## config.mk

```make
export PLATFORM = sky130hd
export DESIGN_NAME = risc_datapath
export DESIGN_NICKNAME = d
export VERILOG_FILES = /design/src/rtl/risc_datapath.sv
export SDC_FILE = /design/constraint.sdc
export NUM_CORES = 1
export LEC_CHECK = 0
export BUFFER_PORTS_ARGS = -buffer_cell sky130_fd_sc_hd__clkbuf_2
export CAP_MARGIN = 20
export CORE_AREA = 2 2 57 59
export CTS_CLUSTER_DIAMETER = 200
export DETAILED_ROUTE_END_ITERATION = 6
export DIE_AREA = 0 0 59 61
export PLACE_DENSITY = 0.94
export REMOVE_ABC_BUFFERS = 1
export SLEW_MARGIN = 40
export SYNTH_ARGS = -nofsm -noshare
export SYNTH_HDL_FRONTEND = slang
export SYNTH_SLANG_ARGS = --single-unit
```

## constraint.sdc

```tcl
create_clock -name clk -period 4.04 [get_ports clk]
set_input_delay 0 -clock clk [delete_from_list [all_inputs] [get_ports clk]]
set_output_delay 0 -clock clk [all_outputs]
set_load 0.05 [all_outputs]
```

## src/rtl/risc_datapath.sv

```systemverilog
// VeriRisc datapath: PC, IR, ACC and ALU driven by the controller strobes, with a synchronous-read memory port.
// State updates one edge after a strobe; no backpressure. Optional INSTR_COUNT_EN adds a 16-bit fetch counter (icount).
module risc_datapath #(
  parameter int AWIDTH = 5,
  parameter int DWIDTH = 8
) (
  input  logic              clk,
  input  logic              rst,
  input  logic              rd,
  input  logic              wr,
  input  logic              ld_ir,
  input  logic              ld_acc,
  input  logic              ld_pc,
  input  logic              inc_pc,
  input  logic              halt,
  input  logic              data_e,
  input  logic              sel,
  input  logic [DWIDTH-1:0] mem_rdata,
  output logic [AWIDTH-1:0] mem_addr,
  output logic              mem_re,
  output logic              mem_we,
  output logic [DWIDTH-1:0] mem_wdata,
  output logic              mem_oe,
  output logic [2:0]        opcode,
  output logic              zero,
  output logic [AWIDTH-1:0] pc,
  output logic              halted
`ifdef INSTR_COUNT_EN
  ,
  output logic [15:0]       icount
`endif
);

  localparam logic [2:0] OP_ADD = 3'd2;
  localparam logic [2:0] OP_AND = 3'd3;
  localparam logic [2:0] OP_XOR = 3'd4;
  localparam logic [2:0] OP_LDA = 3'd5;

  logic [AWIDTH-1:0] pc_q;
  logic [DWIDTH-1:0] ir_q;
  logic [DWIDTH-1:0] acc_q;
  logic              halted_q;
  logic [DWIDTH-1:0] alu_res;
  logic              run;

  assign run = ~halted_q;

  // Bus strobes are also gated by reset so nothing reaches memory while held in reset.
  assign mem_addr  = sel ? pc_q : ir_q[AWIDTH-1:0];
  assign mem_re    = rd & run & rst;
  assign mem_we    = wr & run & rst;
  assign mem_oe    = data_e & run & rst;
  assign mem_wdata = acc_q;
  assign zero      = (acc_q == '0);
  assign opcode    = ir_q[DWIDTH-1 -: 3];
  assign pc        = pc_q;
  assign halted    = halted_q;

  always_comb begin
    alu_res = acc_q;
    case (opcode)
      OP_ADD:  alu_res = acc_q + mem_rdata;
      OP_AND:  alu_res = acc_q & mem_rdata;
      OP_XOR:  alu_res = acc_q ^ mem_rdata;
      OP_LDA:  alu_res = mem_rdata;
      default: alu_res = acc_q;
    endcase
  end

  always_ff @(posedge clk or negedge rst) begin
    if (!rst) begin
      pc_q     <= '0;
      ir_q     <= '0;
      acc_q    <= '0;
      halted_q <= 1'b0;
    end else if (run) begin
      if (halt)   halted_q <= 1'b1;
      if (ld_ir)  ir_q     <= mem_rdata;
      if (ld_acc) acc_q    <= alu_res;
      if (ld_pc)
        pc_q <= ir_q[AWIDTH-1:0];
      else if (inc_pc)
        pc_q <= pc_q + AWIDTH'(1);
    end
  end

`ifdef INSTR_COUNT_EN
  logic [15:0] icount_q;

  always_ff @(posedge clk or negedge rst) begin
    if (!rst)
      icount_q <= '0;
    else if (run && ld_ir)
      icount_q <= icount_q + 16'd1;
  end

  assign icount = icount_q;
`endif

endmodule

```

==> metrics.yaml <==
status: "finished clean"
antenna_found_initial: 0
first_global_vias: 1323
netlist_top_cells_area: "dfrtp_1, mux2_2, ha_1"
synthCells: 164
seqPwrFrac_pct: 39.7
final_hold_viol_count: 0
cp.required_ns: 4.25
ys_seq_elements: 22
die_h_um: 61
grt_pass1_wl_um: 5730
critPathSlowestCell: "dfrtp_1"
crit_fanout: 4
finalSetupViolCount: 0
worst_slack_ns: 1.97
clkTransAtPathRegs_ns: 0.12
drv_cap: 0
fp.dieW_um: 59
power.density_mw_per_mm2: 359
ys_async_sr_fraction_pct: 100
slew_headroom_pct: 50.9
wl_um: 3550
fmax_ghz: 0.483
vias: 1451
finalInstanceArea_mm2: 0.00195
totalNegativeSetupSlack_ns: 0
num_io_pins: 45
drive_above_1_share_pct: 32.7
ys_types: 37
grt_max_degree: 24
dp_hpwl_um: 2630
endpoint_kind: "register"
wl_per_cell_um: 14.6
rsz0062_at_grt: "no"
cts_buffers: 3
slew_violations: 0
min_path_type: "in -> reg"
initial_utilization_pct: 54.7
cts_sinks: 22
cts_tree: "built"
rows: 20
worst_slew_pin_slew_ns: 0.736
synth_edf_count: 0
dp_worst_setup_slack_ns: 2.00
areaGrowthSynthToFinish_pct: 20.5
antennaDiodeCount: 0
power_frac_comb_pct: 42.9
skew_ns: 0.00346
layout.nets: 241
cp.arrival_ns: 2.28
viasPerCell: 5.95
max_stage_delay_ns: 0.43
synth_ff_type: "dfrtp_1"
coreArea_mm2: 0.00295
final_cells: 244
r2r_slack_ns: 1.97
p_leak_nw: 0.922
grt_overflow: 0
ys_seq_area_share_pct: 34.1
fin_crit_ns: 2.07
p_int_uw: 409
yosys_warnings: 0
critPathMostFrequentCell: "a21oi_1"
io_buffers: 44
period_share_pct: 51.2
gp_congestion: 0.833
drc: 0
firstDrtPassIters: 4
ir_drop_mv: 0.190
antenna_left: 0
placedCellCount: 230
yosysTopAreaCell: "dfrtp_1"
drt_iter0_markers: 48
yosysTopAreaCellShare_pct: 34.1
crit_path_start_kind: "register"
grt_usage_pct: 21.0
placed_cell_area_mm2: 0.00181
htreeDepth: 1
clock_latency_ns: 0.31
cts_root_buffer: "clkbuf_4"
cts_max_path_buffers: 2
cp_cell_sequence: "ha_1 -> fa_1 -> a21o_1 -> a21oi_1 -> xor2_1 -> a21oi_1 -> mux2_2"
synth_area_mm2: 0.00162
p_clk_share_pct: 17.4
p_sw_share_pct: 41.6
critPathKind: "reg -> reg"
p_sw_uw: 291
syn_avg_cell_area_um2: 9.85
die_area_mm2: 0.00360
==> worst paths after layout <==
| check | from | endpoint | cells past startpoint |
|---|---|---|---|
| worst min-delay path | ld_pc | pc[4]$_DFFE_PN0P_ | 2 |
| min in group asynchronous | rst | pc[3]$_DFFE_PN0P_ | 2 |
| worst min register to register | ir_q[1]$_DFFE_PN0P_ | ir_q[1]$_DFFE_PN0P_ | 1 |
| worst max register to register | mem_wdata[0]$_DFFE_PN0P_ | mem_wdata[4]$_DFFE_PN0P_ | 7 |
| max in group asynchronous | rst | ir_q[5]$_DFFE_PN0P_ | 2 |
| worst max-delay path | mem_wdata[0]$_DFFE_PN0P_ | mem_wdata[4]$_DFFE_PN0P_ | 7 |
==> timing repair <==
action | CTS | global route
hold buffers | 10 | 0
endpoints found under the setup margin | 0 | 0
gates resized for setup | 0 | 0
setup buffers | 0 | 0
endpoints found under the hold margin | 31 | 0
==> worst max-delay path: cells and delay by family, from the launching register on <==
family	cells	cell delay, ns
xor gates and xnor gates	1	0.16
muxes	1	0.27
DFF	1	0.43
AOI/OAI and AO/OA	3	0.44
adders and majority gates	2	0.67
==> power by group through the flow <==
| stage | logic (mW) | registers, mW | clock network [mW] |
|---|---|---|---|
| final | 0.300 | 0.278 | 0.122 |
| after CTS | 0.300 | 0.278 | 0.129 |
| after global placement | 0.287 | 0.281 | 0 |
| after floorplan | 0.160 | 0.339 | 0 |
| after detailed placement | 0.290 | 0.282 | 0 |
| after global routing | 0.324 | 0.283 | 0.137 |
==> cell type report <==
| type | count | area, µm² |
|---|---|---|
| fillers | 261 | 1010 |
| multi-input cells | 129 | 991 |
| flip-flops and latches | 22 | 551 |
| repair buffers | 54 | 320 |
| well taps | 33 | 41.3 |
| clock buffers | 4 | 36.3 |
| inverters | 2 | 7.51 |
==> registers in the layout (all words and copies together) (netlist names) <==
register	cells
mem_wdata	8
pc	5
ir_q	8
halted	1
==> cell usage after synthesis, types with 2 or more instances <==
master,n
o21bai_1,3
and3b_1,2
a21o_1,4
and2_1,4
xor2_1,2
buf_4,6
a211oi_1,3
nand3_1,4
nor2b_1,3
nor2_1,6
nor3_1,3
clkbuf_1,3
dfrtp_1,22
ha_1,9
or3_1,2
mux2i_1,7
a21oi_1,13
nand2b_1,2
o21ai_0,12
mux2_2,19
or4_1,2
o22ai_1,4
inv_1,2
buf_2,2
o2bb2ai_1,3
nand4_1,4
xnor2_1,2
nand2_1,6
nand3b_1,2
==> cell usage in the layout (no fill, tap or decap), types with 3 or more instances in the layout <==
cell type and instances:
nor2b_1 3, mux2i_1 7, mux2_2 19, nor2_1 6, nand3_1 4, o2bb2ai_1 3, nand2_1 6, a211oi_1 3
clkbuf_4 3, o22ai_1 4, nor3_1 3, a21o_1 4, o21bai_1 3, o21ai_0 12, ha_1 9, clkbuf_2 44
and2_1 4, dlygate4sd3_1 10, a21oi_1 13, dfrtp_1 22, nand4_1 4
==> logic make-up (layout without fill, tap and decap cells) <==
kind of cell	Yosys count	in the layout	synth area share, %
buf+inv	13	60	4.57
mux	26	26	17.6
simple gates	42	42	15.3
fa+ha+maj	10	10	8.21
compound gates	47	47	18.1
xor+xnor	4	4	2.17
flops	22	22	34.1
==> through the flow <==
| step | hold WS [ns] | utilization (%) | power [mW] |
|---|---|---|---|
| floorplan | -0.296 | - | 0.498 |
| global placement | 0.0216 | 61.3 | 0.567 |
| detailed placement | 0.0190 | 61.3 | 0.573 |
| global route | 0.0640 | 65.9 | 0.743 |
| finish | 0.0602 | 65.9 | 0.700 |
| CTS | 0.0428 | 65.9 | 0.706 |
==> metal layers <==
| layer | wire (µm) | GRT usage (%) | share of wire, % | vias up |
|---|---|---|---|---|
| li1 | - | - | - | 712 |
| met1 | 1560 | 25.7 | 44 | 681 |
| met2 | 1770 | 37.6 | 50 | 53 |
| met3 | 179 | 2.77 | 5.0 | 5 |
| met4 | 43 | 8.12 | 1.2 | 0 |
| met5 | 0 | 0 | 0 | - |
No activity file was read; power rests on OpenSTA's default activity.
